**src/rtl/alu2_wb_buffer.sv**
```systemverilog
// Secondary-ALU writeback buffer: in-order FIFO of {result, dst, we} with an ESP forwarding tap.
// Latency: 1 cycle from accepted push to wb_* (no bypass); ESP forward is combinational over stored entries.
// Backpressure: ex_ready = occupancy < DEPTH from registered state only; wb_* hold while wb_valid & !wb_ready.
//
// Ports:
//   clk, rst (async active-low)
//   ex_valid/ex_ready, alu_res2, res2_dst, res2_we : capture side from execute
//   flush                                          : synchronous flush, beats push/pop
//   wb_valid/wb_ready, wb_res2, wb_dst, wb_we      : head entry to writeback
//   fwd_esp_hit, fwd_esp_data                      : youngest buffered ESP write
//   occupancy                                      : number of valid entries
module alu2_wb_buffer #(
  parameter int         DEPTH   = 2,
  parameter int         DATA_W  = 32,
  parameter logic [2:0] ESP_IDX = 3'd4
) (
  input  logic                     clk,
  input  logic                     rst,
  input  logic                     ex_valid,
  output logic                     ex_ready,
  input  logic [DATA_W-1:0]        alu_res2,
  input  logic [2:0]               res2_dst,
  input  logic                     res2_we,
  input  logic                     flush,
  output logic                     wb_valid,
  input  logic                     wb_ready,
  output logic [DATA_W-1:0]        wb_res2,
  output logic [2:0]               wb_dst,
  output logic                     wb_we,
  output logic                     fwd_esp_hit,
  output logic [DATA_W-1:0]        fwd_esp_data,
  output logic [$clog2(DEPTH):0]   occupancy
);

  localparam int               AW       = $clog2(DEPTH);
  localparam logic [AW:0]      FULL_CNT = (AW+1)'(DEPTH);

  typedef struct packed {
    logic [DATA_W-1:0] res;
    logic [2:0]        dst;
    logic              we;
  } entry_t;

  entry_t           mem_q [DEPTH];
  entry_t           mem_d [DEPTH];
  logic [DEPTH-1:0] vld_q, vld_d;
  logic [AW-1:0]    wr_ptr_q, wr_ptr_d;
  logic [AW-1:0]    rd_ptr_q, rd_ptr_d;
  logic [AW:0]      occ_q, occ_d;
  logic             push, pop;
  entry_t           head;

  // Full blocks a push even when the head pops in the same cycle, which
  // keeps wb_ready out of the ex_ready path.
  assign ex_ready  = (occ_q < FULL_CNT);
  assign occupancy = occ_q;

  assign head      = mem_q[rd_ptr_q];
  assign wb_valid  = vld_q[rd_ptr_q];
  assign wb_res2   = wb_valid ? head.res : '0;
  assign wb_dst    = wb_valid ? head.dst : 3'd0;
  assign wb_we     = wb_valid & head.we;

  assign push = ex_valid & ex_ready;
  assign pop  = wb_valid & wb_ready;

  always_comb begin
    mem_d    = mem_q;
    vld_d    = vld_q;
    wr_ptr_d = wr_ptr_q;
    rd_ptr_d = rd_ptr_q;
    occ_d    = occ_q;
    if (flush) begin
      // Anything handshaken in the flush cycle is dropped.
      vld_d    = '0;
      wr_ptr_d = '0;
      rd_ptr_d = '0;
      occ_d    = '0;
    end else begin
      // push and pop never target the same slot: both require 0 < occ < DEPTH.
      if (pop) begin
        vld_d[rd_ptr_q] = 1'b0;
        rd_ptr_d        = rd_ptr_q + 1'b1;
      end
      if (push) begin
        mem_d[wr_ptr_q].res = alu_res2;
        mem_d[wr_ptr_q].dst = res2_dst;
        mem_d[wr_ptr_q].we  = res2_we;
        vld_d[wr_ptr_q]     = 1'b1;
        wr_ptr_d            = wr_ptr_q + 1'b1;
      end
      case ({push, pop})
        2'b10:   occ_d = occ_q + 1'b1;
        2'b01:   occ_d = occ_q - 1'b1;
        default: occ_d = occ_q;
      endcase
    end
  end

  // Walk oldest to youngest so the last match (youngest) wins.
  always_comb begin
    logic [AW-1:0] idx;
    idx          = '0;
    fwd_esp_hit  = 1'b0;
    fwd_esp_data = '0;
    for (int i = 0; i < DEPTH; i++) begin
      idx = rd_ptr_q + AW'(i);
      if (vld_q[idx] && mem_q[idx].we && (mem_q[idx].dst == ESP_IDX)) begin
        fwd_esp_hit  = 1'b1;
        fwd_esp_data = mem_q[idx].res;
      end
    end
  end

  always_ff @(posedge clk or negedge rst) begin
    if (!rst) begin
      for (int i = 0; i < DEPTH; i++) begin
        mem_q[i] <= '0;
      end
      vld_q    <= '0;
      wr_ptr_q <= '0;
      rd_ptr_q <= '0;
      occ_q    <= '0;
    end else begin
      for (int i = 0; i < DEPTH; i++) begin
        mem_q[i] <= mem_d[i];
      end
      vld_q    <= vld_d;
      wr_ptr_q <= wr_ptr_d;
      rd_ptr_q <= rd_ptr_d;
      occ_q    <= occ_d;
    end
  end

endmodule

```
**config.mk**
```make
export PLATFORM = sky130hd
export DESIGN_NAME = alu2_wb_buffer
export DESIGN_NICKNAME = d
export VERILOG_FILES = /design/src/rtl/alu2_wb_buffer.sv
export SDC_FILE = /design/constraint.sdc
export NUM_CORES = 1
export LEC_CHECK = 0
export ABC_AREA = 0
export CAP_MARGIN = 20
export CORE_AREA = 5 5 95 97
export CTS_BUF_LIST = sky130_fd_sc_hd__clkbuf_2
export CTS_CLUSTER_DIAMETER = 120
export DETAILED_ROUTE_END_ITERATION = 7
export DIE_AREA = 0 0 100 102
export HOLD_SLACK_MARGIN = 0.02
export PLACE_DENSITY = 0.93
export SETUP_SLACK_MARGIN = 0.2
export SLEW_MARGIN = 0
export SYNTH_ARGS = -nofsm -noshare
export SYNTH_HDL_FRONTEND = slang
export SYNTH_SLANG_ARGS = --single-unit
```
**constraint.sdc**
```tcl
create_clock -name clk -period 1.97 [get_ports clk]
set_clock_uncertainty 0.15 [all_clocks]
set_input_delay 0.2955 -clock clk [delete_from_list [all_inputs] [get_ports clk]]
set_output_delay 0.2955 -clock clk [all_outputs]
set_load 0.01 [all_outputs]
```
# Word-level counts from Yosys, hierarchy flattened
# Index checks and enable logic that the tools add are counted.
[classes]
order_cmp = 10
bitwise_logic = 10
mux = 39
n_eq_ne = 4
add_sub_neg = 4
reduce_logical = 11
[op_table]
columns = ["op", "n"]
rows = [
  ["two-way mux 36 bit", 7],
  ["bitwise mux 72 bit", 3],
  ["demux 36 bit (select 1 bit)", 3],
  ["two-way mux 32 bit", 3],
  ["two-way mux 1 bit", 13],
  ["two-way mux 2 bit", 5],
  ["logical AND 1 bit", 7],
  ["equality test 3 bit (second input constant)", 2],
  ["greater-or-equal comparator 2 bit (second input constant)", 3],
  ["< comparator 1 x 2 -> 1 bit (second input constant)", 3],
  ["inverter 1 -> 2 bit", 3],
  ["two-way mux 4 bit", 1],
  ["case mux 2 bit (2 select lines)", 1],
  ["nonzero test 2 bit", 2],
  ["AND 1 bit", 3],
  ["two-way mux 3 bit", 1],
  ["nonzero test 3 bit", 1],
  ["adder 1 bit (second input constant)", 2],
  ["adder 2 x 1 -> 2 bit (second input constant)", 1],
  ["AND 2 bit", 1],
  ["demux 1 bit (select 1 bit)", 2],
  ["equality test 2 x 1 -> 1 bit (second input constant)", 1],
  ["equality test 2 bit (second input constant)", 1],
  ["greater-or-equal comparator 1 bit (second input constant)", 2],
  ["other kinds (7)", 7],
]
[word_totals]
out_inout_bits = 73
inputBits = 41
regBits = 78
elab_cells = 88

# Longest topological paths before layout
# Gate-level depths: netlist of the first run.
[logic_depth]
ltp_word = 11
mapped_depth = 6
mapped_depth_nobuf = 5

# Worst setup path before layout of the first run
# No wires, ideal clock.
[synth_path]
path_kind = "reg2reg"
start = "reg occ_q[1], in the netlist occupancy[1]"
end = "reg mem_q[0] (netlist bit)"
slack_ps = 119
setup_ps = 125
period_less_slack_ps = 1851
required_time_ps = 1695
stages_incl_launch_ff = 6
arrival_time_ps = 1576
n_path_buf = 2
path_cell_list = "dfrtp_1 > nand2b_1 > nor3b_1 > buf_2 > buf_4 > mux2_2"
[synth_via]
elab_chain_len = 3
[synth_rtl]
columns = ["item", "line_no", "text"]
rows = [
  ["from (decl)", "49", "logic [AW:0] occ_q, occ_d;"],
  ["from (signal assigned)", "123", "occ_q <= '0;"],
  ["from (signal assigned)", "131", "occ_q <= occ_d;"],
  ["< comparator 2 bit", "55", "assign ex_ready = (occ_q < FULL_CNT);"],
  ["AND 1 bit", "64", "assign push = ex_valid & ex_ready;"],
  ["AND reduction 2 bit (no source line)", "--", ""],
  ["to (signal, indexed assignment)", "126", "mem_q[i] <= mem_d[i];"],
  ["to (decl)", "44", "entry_t mem_q [DEPTH];"],
]
# No other way between the ends.
# A chain may end at the register's enable or synchronous reset.

# Worst setup path in the final report of the first run
[layout_path]
start = "reg rd_ptr_q"
end = "out wb_res2[31]"
[layout_via]
elab_chain_len = 5
elab_cells_between_ends = 7
cone_classes = "6 x mux; 1 x bitwise"
[layout_rtl]
columns = ["item", "line_no", "text"]
rows = [
  ["from (decl)", "48", "logic [AW-1:0] rd_ptr_q, rd_ptr_d;"],
  ["from (signal assigned)", "130", "rd_ptr_q <= rd_ptr_d;"],
  ["inverter 1 -> 2 bit (implied by the code)", "58", "assign head = mem_q[rd_ptr_q];"],
  ["two-way mux 36 bit (implied by the code) (3 in series)", "58", ""],
  ["two-way mux 32 bit (*)", "60", "assign wb_res2 = wb_valid ? head.res : '0;"],
  ["to (decl)", "27", "output logic [DATA_W-1:0] wb_res2,"],
]
# Mark *: on every way between the ends. The rest lies on a longest branch, timed or not. The select of a mux whose other input is x is not followed.

==> results of run 1 <==
## layer usage
| layer | GRT usage, % | vias to the layer above | wire, um |
|---|---|---|---|
| met5 | 0 | - | 0 |
| met4 | 7.67 | 0 | 303 |
| met3 | 5.80 | 26 | 886 |
| met2 | 40.4 | 129 | 7460 |
| met1 | 28.4 | 1749 | 5490 |
| li1 | - | 1520 | - |
## metrics by stage
stage          TNS [ns]  setup WS (ns)  hold slack, ns  cell area [um2]  util (%)
2_1_floorplan         0          0.170          -0.150             3890         -
3_5_place_dp     -20.57         -0.385           0.122             5340      66.4
6_report         -45.66         -0.763          0.0327             6620      82.2
4_1_cts          -36.28         -0.686          0.0475             5980      74.3
3_3_place_gp     -18.12         -0.339           0.117             5340      66.4
5_1_grt          -52.31         -0.859          0.0375             6620      82.2
## where the power goes
group	internal [mW]	switching (mW)	total (mW)	leakage [nW]
logic	1.73	1.03	2.76	2.07
clock network	0.441	0.636	1.08	0.0892
registers	2.23	0.600	2.83	0.932
total	4.40	2.26	6.67	3.09
## critical path, cell delays in order, from the launching register on
cell and delay, ns:
dfrtp_2 0.48, buf_6 0.13, mux2i_4 0.37, buf_4 0.19
buf_6 0.11, buf_16 0.12, nor2_1 0.05, dlygate4sd2_1 0.28
## Yosys cell counts
cell type / instances / area share [%]
a31o_2: 2 / 0.45
nand3_1: 2 / 0.26
a31oi_1: 1 / 0.16
buf_4: 7 / 1.4
nand4_1: 1 / 0.16
mux2i_2: 1 / 0.36
mux2_1: 9 / 2.6
nor4b_2: 1 / 0.39
clkbuf_1: 6 / 0.58
nor3b_1: 1 / 0.19
xor2_1: 2 / 0.45
a21oi_1: 2 / 0.26
inv_1: 2 / 0.19
nand2_1: 3 / 0.29
xnor2_1: 1 / 0.23
dfrtp_1: 78 / 51
nor2_1: 38 / 3.7
a311oi_1: 1 / 0.23
mux2_2: 63 / 18
mux2i_1: 35 / 9.1
nor3_4: 1 / 0.42
o21ai_0: 2 / 0.26
o21a_1: 1 / 0.19
or4_1: 1 / 0.19
buf_2: 9 / 1.2
inv_2: 1 / 0.097
nand2b_1: 3 / 0.49
a22o_1: 32 / 7.3
## kinds of logic (layout without fill, tap and decap cells)
logic type	after synthesis	after routing	share of synthesized area, %
muxes	108	108	30.4
buffers and inverters	25	232	3.40
DFF	78	78	50.6
and+or+nand+nor	51	51	6.09
AOI/OAI and AO/OA	41	41	8.82
xor gates and xnor gates	3	3	0.681
## state kept, by name (all words and copies together), names as in the netlist
signal	cells
rd_ptr_q	1
mem_q	72
wr_ptr_q	1
vld_q	2
occupancy	2
## worst paths after layout
path,from,endpoint,cells after the start
max,rd_ptr_q$_DFFE_PN0P_,wb_res2[31],7
min,rst,mem_q[12]$_DFFE_PN0P_,2
max reg2reg,rd_ptr_q$_DFFE_PN0P_,occupancy[1]$_DFFE_PN0P_,11
min reg2reg,mem_q[64]$_DFFE_PN0P_,mem_q[64]$_DFFE_PN0P_,1
max in group asynchronous,rst,wr_ptr_q$_DFFE_PN0P_,3
min in group clk,alu_res2[20],mem_q[60]$_DFFE_PN0P_,2
## what timing repair did
item,CTS,global route
hold buffers,1,0
setup buffers,37,18
endpoints found under the setup margin,93,146
resized for setup,369,82
hold endpoints to repair,78,0
gates cloned,7,7
pin swaps,18,40
## layout make-up
type                    instances  area [um2]  share of cell area [%]
clock buffers                   9        45.0                   0.681
clock inverters                 7         103                    1.55
inverters                       3        16.3                   0.246
multi-input cells             203        2180                    33.0
flip-flops and latches         78        1950                    29.5
well taps                     105         131                    1.99
repair buffers                213        2190                    33.0
==> impl_metrics.py, run 1 <==
metrics = {
    "sta": {
        "drv_slew": 0,
        "max_freq_mhz": 366,
        "rsz0062_at_grt": "true",
        "fin_crit_sh_pct": 139,
        "worst_pin_slew_ns": 0.455,
        "hold_violations": 0,
        "maxSlewHeadroom_pct": 69.7,
        "period_needed_ns": 2.73,
        "postLayoutSetupSlackWorst_ns": -0.763,
        "setup_viol": 89,
    },
    "layout": {
        "n_antenna_cell": 0,
        "mostFrequentLayoutCells": "dfrtp_1 (77), buf_6 (58), mux2_4 (56), buf_2 (49), clkdlybuf4s50_1 (39)",
        "fin_cells": 618,
        "final_nets": 549,
        "drive_gt1_share_pct": 54.2,
        "n_fill_cell": 436,
        "area_growth_syn_to_layout_pct": 71.4,
        "final_common_cell": "dfrtp_1",
    },
    "floorplanning": {
        "io_pins": 114,
        "fp.dieH_um": 102,
        "fp.dieArea_um2": 10200,
        "die_x_um": 100,
        "num_rows": 33,
        "core-area_um2": 8050,
        "start_util_pct": 47.9,
    },
    "setup_path": {
        "arrival_ns": 2.29,
        "rrSetupSlack_ns": -0.35,
        "cp_max_fo": 7,
        "crit_type": "flip-flop to output pin",
        "crit_required_ns": 1.52,
        "endpoint_kind": "output pin",
        "start_kind": "flip-flop",
    },
    "global_routing": {
        "grt_pass1_vias": 3532,
        "grt_overflow_total": 0,
        "grt_antenna_before_repair": 0,
        "grt_max_degree": 45,
        "grt.total_usage_pct": 23.2,
        "grt_pass1_wl_mm": 18.4,
    },
    "place": {
        "numPortBuffers": 113,
        "hpwl_mm": 7.13,
        "dp_cells": 532,
        "place.gp.congestion": 0.844,
    },
    "hold_path": {
        "hold_path.class": "input port to async pin",
    },
    "synth": {
        "synthesis.area_um2": 3860,
        "yosysSeqAreaShare_pct": 50.6,
        "syn_nets": 347,
        "ys_ff_latch": 78,
        "ys_types": 28,
        "yosysWarnings": 0,
        "synth_cells": 306,
        "syn_area_per_cell_um2": 12.6,
    },
    "run_status": {
        "outcome": "finished, violations left",
        "violations": "setup timing",
    },
    "clock_tree": {
        "clk_pin_slew_ns": 0.25,
        "cts_max_level": 3,
        "clock_path_buffers": 2,
        "cts-root-buf": "clkbuf_2",
        "cts_buffers": 9,
        "clock_latency_ns": 0.54,
        "cts_tree": "done",
        "clock-sinks": 78,
    },
    "drt": {
        "post_drt_wl_per_cell_um": 22.9,
        "routed_wl_mm": 14.1,
        "drc": 0,
        "ant_nets": 0,
        "dr.pass1.iters": 4,
        "num_vias": 3424,
        "drtIter0Drc": 183,
        "via_per_inst": 5.54,
    },
    "power": {
        "finalPower_mw": 6.67,
        "irDropWorstVdd_v": 0.000723,
        "power.density_nw_per_um2": 1010,
        "leakagePower_nw": 3.09,
    },
    "job": {
        "max_cap_viol_count": 0,
    },
}
Note: power is estimated with default switching activity, not from simulation.
==> run 2, diff against run 1 <==
==> config.mk (replaced) <==
export PLATFORM = sky130hd
export DESIGN_NAME = alu2_wb_buffer
export DESIGN_NICKNAME = d
export VERILOG_FILES = /design/src/rtl/alu2_wb_buffer.sv
export SDC_FILE = /design/constraint.sdc
export NUM_CORES = 1
export LEC_CHECK = 0
export CAP_MARGIN = 20
export CORE_AREA = 2 2 92 94
export CTS_BUF_LIST = sky130_fd_sc_hd__clkbuf_2
export CTS_CLUSTER_DIAMETER = 120
export DETAILED_ROUTE_END_ITERATION = 7
export DIE_AREA = 0 0 94 96
export HOLD_SLACK_MARGIN = 0.02
export PLACE_DENSITY = 0.93
export SETUP_SLACK_MARGIN = 0.2
export SYNTH_ARGS = -nofsm -noshare
export SYNTH_HDL_FRONTEND = slang
export SYNTH_SLANG_ARGS = --single-unit
==> run 2 against run 1 <==
Effect of this change: the flow still finishes with violations (setup timing); combinational power increased by 10%; cell count decreased by 0.97%; clock-buffer cell count increased by 2; highest routed layer unchanged; critical path depth unchanged.
==> impl_metrics.py, run 2 (same netlist as run 1, synthesis figures left out) <==
metrics = {
    "sta": {
        "postLayoutSetupSlackWorst_ns": -0.648,
        "setup_viol": 70,
        "maxSlewHeadroom_pct": 61.6,
        "drv_slew": 0,
        "finalSetupTns_ns": -36.55,
        "worst_pin_slew_ns": 0.574,
        "fin_crit_sh_pct": 133,
        "period_needed_ns": 2.62,
        "max_freq_mhz": 382,
        "hold_violations": 0,
        "rsz0062_at_grt": "true",
    },
    "place": {
        "place.gp.congestion": 0.796,
        "hpwl_mm": 7.09,
        "numPortBuffers": 113,
        "placed_cell_area_um2": 5380,
    },
    "clock_tree": {
        "cts_max_level": 3,
        "clock_latency_ns": 0.52,
        "clock_path_buffers": 2,
        "clock-sinks": 78,
        "cts_tree": "done",
        "cts_buffers": 9,
        "cts-root-buf": "clkbuf_2",
        "clk_pin_slew_ns": 0.23,
    },
    "setup_path": {
        "critPathMaxStageDelay_ns": 0.43,
        "timing.rr.end": "occupancy[1]$_DFFE_PN0P_",
        "crit_start": "vld_q[0]$_DFF_PN0_",
        "cp_cell_sequence": "nand2_2 -> nor4b_4 -> buf_4 -> a21oi_4 -> buf_12 -> a22o_1 -> clkbuf_2",
        "crit_end": "fwd_esp_data[13]",
        "start_kind": "flip-flop",
        "r2r-start": "rd_ptr_q$_DFFE_PN0P_",
        "cp_max_fo": 19,
        "crit_type": "flip-flop to output pin",
        "path_depth": 7,
        "endpoint_kind": "output pin",
        "path_buf_inv": 3,
        "crit_slowest_cell": "dfrtp_1",
        "arrival_ns": 2.17,
        "rrSetupSlack_ns": 0.02,
        "r2r_cells": 7,
        "crit_required_ns": 1.52,
        "cpLargestDelayFamily": "buffers and inverters",
    },
    "drt": {
        "drc": 0,
        "dr.pass1.iters": 5,
        "routed_wl_mm": 14.7,
        "num_vias": 3537,
        "drtIter0Drc": 165,
        "ant_nets": 0,
        "post_drt_wl_per_cell_um": 24.1,
        "via_per_inst": 5.78,
    },
    "hold_path": {
        "hold_path.class": "input port to async pin",
    },
    "layout": {
        "final_common_cell": "dfrtp_1",
        "largest_register_ffs": 72,
        "area_growth_syn_to_layout_pct": 76.2,
        "final_nets": 543,
        "regMostFlops": "mem_q",
        "postLayoutCoreUtil_pct": 84.5,
        "n_antenna_cell": 0,
        "drive_gt1_share_pct": 60.4,
        "mostFrequentLayoutCells": "dfrtp_1 (77), mux2_4 (71), buf_6 (53), clkdlybuf4s50_1 (39)",
        "finish.instance_area_um2": 6800,
    },
    "global_routing": {
        "grt_pass1_vias": 3583,
        "grt_overflow_total": 0,
        "grt_pass1_wl_mm": 18.6,
        "grt.total_usage_pct": 27.4,
        "grt_antenna_before_repair": 0,
        "grt_max_degree": 39,
    },
    "power": {
        "leakagePower_nw": 3.10,
        "finalPower_mw": 6.88,
        "irDropWorstVdd_v": 0.000554,
        "power.density_nw_per_um2": 1010,
    },
    "job": {
        "max_cap_viol_count": 0,
    },
    "run_status": {
        "violations": "setup timing",
        "outcome": "finished, violations left",
    },
    "floorplanning": {
        "fp.dieArea_um2": 9020,
        "start_util_pct": 47.9,
        "fp.dieH_um": 96,
        "core-area_um2": 8050,
        "die_x_um": 94,
        "num_rows": 33,
        "io_pins": 114,
    },
}
run 2: cell count changes in the layout (fill, tap and decap cells not counted), sizes merged:
cell         before  now
clkbuf           14   38
inv               7    3
dlygate4sd2       7    1
bufinv            2    1
dlygate4sd3       1    3
buf             161  137
clkinv            1    3
clkinvlp          0    1
run 2: metal layers:
layer  GRT usage, %  routed length, um  vias to the layer above
li1               -                  -                     1511
met5              0                  0                        -
met4           12.1                454                        0
met2           50.4               7880                      181
met3           5.01                844                       44
met1           31.1               5560                     1801
run 2: worst min-delay path by stage:
| stage | start | to | slack, ns | cells past startpoint |
|---|---|---|---|---|
| floorplan | rst | mem_q[0]$_DFFE_PN0P_ | -0.15 | 0 |
| global placement | rst | wr_ptr_q$_DFFE_PN0P_ | 0.02 | 1 |
| detailed placement | rst | wr_ptr_q$_DFFE_PN0P_ | 0.02 | 1 |
| CTS | rst | mem_q[12]$_DFFE_PN0P_ | 0.14 | 3 |
| global route | rst | rd_ptr_q$_DFFE_PN0P_ | 0.14 | 3 |
| finish | rst | mem_q[12]$_DFFE_PN0P_ | 0.14 | 3 |
run 2: cell type report:
cell class	instances	area (um2)
multi-input combinational	203	2370
clock buffer	11	55.1
sequential	78	1950
tap	105	131
timing repair buffer	207	2220
inverter	3	13.8
fill	393	1250
clock inverter	5	60.1
run 2: where the power goes:
part	internal (mW)	leakage (nW)	total (mW)	switching (mW)
Sequential	2.23	0.932	2.94	0.710
Clock	0.306	0.0721	0.901	0.596
Combinational	1.90	2.09	3.04	1.14
run 2: worst reg2reg max path, cell delays in order (launching register included):
cell	delay [ns]
dfrtp_2	0.53
mux2i_4	0.23
buf_6	0.15
buf_16	0.14
inv_4	0.06
nand2_2	0.07
or4_1	0.40
a31oi_1	0.14
run 2: repair_timing:
| item | CTS | global route |
|---|---|---|
| setup endpoints to repair | 86 | 143 |
| pin swaps | 15 | 26 |
| setup buffers | 32 | 14 |
| gates cloned | 8 | 7 |
| hold endpoints to repair | 78 | 0 |
| resized for setup | 311 | 182 |
| hold buffers | 3 | 0 |
run 2: metrics by stage:
step | instances | hold slack [ns] | setup WS [ns]
5_1_grt | 612 | 0.140 | -0.753
2_1_floorplan | 306 | -0.150 | 0.170
3_5_place_dp | 532 | 0.0247 | -0.376
6_report | 612 | 0.143 | -0.648
4_1_cts | 591 | 0.142 | -0.678
3_3_place_gp | 532 | 0.0160 | -0.332
==> run 3, diff against run 2 <==
--- a/config.mk
+++ b/config.mk
@@ -14,6 +14,7 @@
 export HOLD_SLACK_MARGIN = 0.02
 export PLACE_DENSITY = 0.93
 export SETUP_SLACK_MARGIN = 0.2
+export SKIP_LAST_GASP = 1
 export SYNTH_ARGS = -nofsm -noshare
 export SYNTH_HDL_FRONTEND = slang
 export SYNTH_SLANG_ARGS = --single-unit
==> run 3 against run 2 <==
Effect of this change: the run still ends with setup timing left; non-clock buffer count up 7; register-to-register slack got worse by 0.11 ns; clock power shrank 0.6%.
==> impl_metrics.py, run 3 (same netlist as run 1, synthesis figures left out) <==
metrics = {
    "global_routing": {
        "grt_overflow_total": 0,
        "grt_pass1_vias": 3539,
        "grt_max_degree": 39,
        "grt.total_usage_pct": 26.4,
        "grt_pass1_wl_mm": 18.0,
        "grt_antenna_before_repair": 0,
    },
    "power": {
        "irDropWorstVdd_v": 0.000532,
        "power.density_nw_per_um2": 988,
        "leakagePower_nw": 3.07,
        "seq_power_share_pct": 44.3,
        "power.switching_mw": 2.23,
        "switching_share_pct": 34.5,
        "pwr-share-comb_pct": 41.8,
        "p_int_mw": 4.24,
        "clockPowerShare_pct": 13.9,
    },
    "setup_path": {
        "arrival_ns": 2.24,
        "r2r_cells": 10,
        "timing.rr.end": "occupancy[1]$_DFFE_PN0P_",
        "start_kind": "flip-flop",
        "cp_max_fo": 13,
        "critPathMaxStageDelay_ns": 0.46,
        "crit_start": "mem_q[36]$_DFFE_PN0P_",
        "crit_slowest_cell": "dfrtp_1",
        "cpMostUsedCell": "buf_12",
        "crit_type": "flip-flop to output pin",
        "rrSetupSlack_ns": -0.09,
        "endpoint_kind": "output pin",
        "r2r-start": "vld_q[0]$_DFF_PN0_",
        "cp_cell_sequence": "nand2_2 -> nor4b_4 -> buf_4 -> a21oi_4 -> buf_12 -> buf_12 -> a22o_1 -> buf_2",
        "crit_required_ns": 1.52,
        "crit_end": "fwd_esp_data[30]",
    },
    "sta": {
        "postLayoutSetupSlackWorst_ns": -0.718,
        "hold_violations": 0,
        "fin_crit_sh_pct": 136,
        "maxSlewHeadroom_pct": 61.3,
        "period_needed_ns": 2.69,
        "max_freq_mhz": 372,
        "setup_viol": 71,
        "finalSetupTns_ns": -40.77,
        "drv_slew": 0,
        "worst_pin_slew_ns": 0.578,
        "rsz0062_at_grt": "true",
    },
    "clock_tree": {
        "cts-root-buf": "clkbuf_2",
        "clk_pin_slew_ns": 0.24,
        "cts_tree": "done",
        "clock_path_buffers": 2,
        "clock-sinks": 78,
        "cts_buffers": 9,
        "cts_max_level": 3,
        "clock_latency_ns": 0.51,
    },
    "floorplanning": {
        "start_util_pct": 47.9,
        "die_x_um": 94,
        "fp.dieArea_um2": 9020,
        "fp.dieH_um": 96,
        "num_rows": 33,
        "io_pins": 114,
        "core-area_um2": 8050,
    },
    "place": {
        "hpwl_mm": 7.09,
        "dp_cells": 532,
        "place.gp.congestion": 0.796,
        "numPortBuffers": 113,
    },
    "run_status": {
        "violations": "setup timing",
        "outcome": "finished, violations left",
    },
    "drt": {
        "via_per_inst": 5.71,
        "post_drt_wl_per_cell_um": 23.9,
        "drtIter0Drc": 188,
        "num_vias": 3537,
        "ant_nets": 0,
        "drc": 0,
        "routed_wl_mm": 14.8,
        "dr.pass1.iters": 4,
    },
    "layout": {
        "n_antenna_cell": 0,
        "mostFrequentLayoutCells": "dfrtp_1 (77), mux2_4 (60), buf_2 (54), clkdlybuf4s50_1 (40), buf_4 (37)",
        "final_nets": 550,
        "area_growth_syn_to_layout_pct": 69.6,
        "regMostFlops": "mem_q",
        "n_fill_cell": 442,
        "multi_input_area_um2": 2140,
        "final_common_cell": "dfrtp_1",
        "fin_cells": 619,
        "largest_register_ffs": 72,
        "regArea_um2": 1950,
        "drive_gt1_share_pct": 55.8,
    },
    "hold_path": {
        "hold_path.class": "input port to async pin",
    },
    "job": {
        "max_cap_viol_count": 0,
    },
}
==> run 3: cell types whose count changed in the layout (fill, tap and decap cells not counted), moves of 8 or more <==
cell / before / now
mux2_2: 1 / 12
mux2i_2: 9 / 1
buf_6: 53 / 31
buf_2: 28 / 54
nor2_1: 10 / 26
nor2_4: 21 / 2
mux2i_1: 21 / 31
mux2_4: 71 / 60
buf_4: 28 / 37
clkbuf_2: 32 / 23
==> run 3: worst min path at each step <==
stage          cells after the start  slack [ns]  from                    end
4_1_cts                            3        0.14   rst  mem_q[12]$_DFFE_PN0P_
3_5_place_dp                       1        0.02   rst   wr_ptr_q$_DFFE_PN0P_
3_3_place_gp                       1        0.02   rst   wr_ptr_q$_DFFE_PN0P_
2_1_floorplan                      0       -0.15   rst   mem_q[0]$_DFFE_PN0P_
5_1_grt                            3        0.14   rst  mem_q[60]$_DFFE_PN0P_
6_report                           3        0.17   rst  mem_q[19]$_DFFE_PN0P_
==> run 3: cell type report <==
cell class,instances,share of cell area [%]
clock inverter,5,0.918
inverter,3,0.172
sequential,78,29.8
multi-input combinational,203,32.7
timing repair buffer,214,33.6
tap,105,2.01
clock buffer,11,0.841
==> run 3: power groups by stage <==
| stage | combinational, mW | clock (mW) | sequential (mW) |
|---|---|---|---|
| 2_1_floorplan | 1.10 | 0 | 2.63 |
| 4_1_cts | 2.11 | 0.874 | 2.77 |
| 3_3_place_gp | 1.77 | 0 | 2.71 |
| 3_5_place_dp | 1.86 | 0 | 2.78 |
| 6_report | 2.70 | 0.896 | 2.87 |
| 5_1_grt | 2.84 | 0.969 | 2.93 |
==> run 3: metrics by stage <==
| stage | cell area [um2] | total power, mW | worst slack (ns) | hold slack, ns | utilization [%] |
|---|---|---|---|---|---|
| 6_report | 6550 | 6.47 | -0.718 | 0.165 | 81.3 |
| 5_1_grt | 6550 | 6.74 | -0.778 | 0.136 | 81.3 |
| 4_1_cts | 5980 | 5.75 | -0.687 | 0.142 | 74.3 |
| 3_5_place_dp | 5380 | 4.64 | -0.376 | 0.0247 | 66.8 |
| 3_3_place_gp | 5380 | 4.48 | -0.332 | 0.0160 | 66.8 |
| 2_1_floorplan | 3890 | 3.73 | 0.170 | -0.150 | - |
==> run 3: what timing repair did <==
| action | CTS | global route |
|---|---|---|
| endpoints found under the hold margin | 78 | 0 |
| resized for setup | 237 | 175 |
| setup endpoints to repair | 86 | 139 |
| hold buffers | 3 | 0 |
| pin swaps | 15 | 29 |
| buffers inserted | 32 | 17 |
| gates cloned | 8 | 11 |
==> run 3: per-layer routing <==
layer	part of all wire, %	GRT usage [%]	routed length (um)	vias up
met3	6.2	4.62	920	33
li1	-	-	-	1519
met4	2.2	11.5	327	0
met5	0	0	0	-
met1	39	30.7	5760	1797
met2	53	48.0	7760	188
==> run 3: critical path: cells and delay by family (launching register included) <==
kind	cells	cell delay [ns]
buffers and inverters	4	0.59
flip-flops	1	0.46
AND/OR/NAND/NOR	2	0.40
AO/OA/AOI/OAI	2	0.28
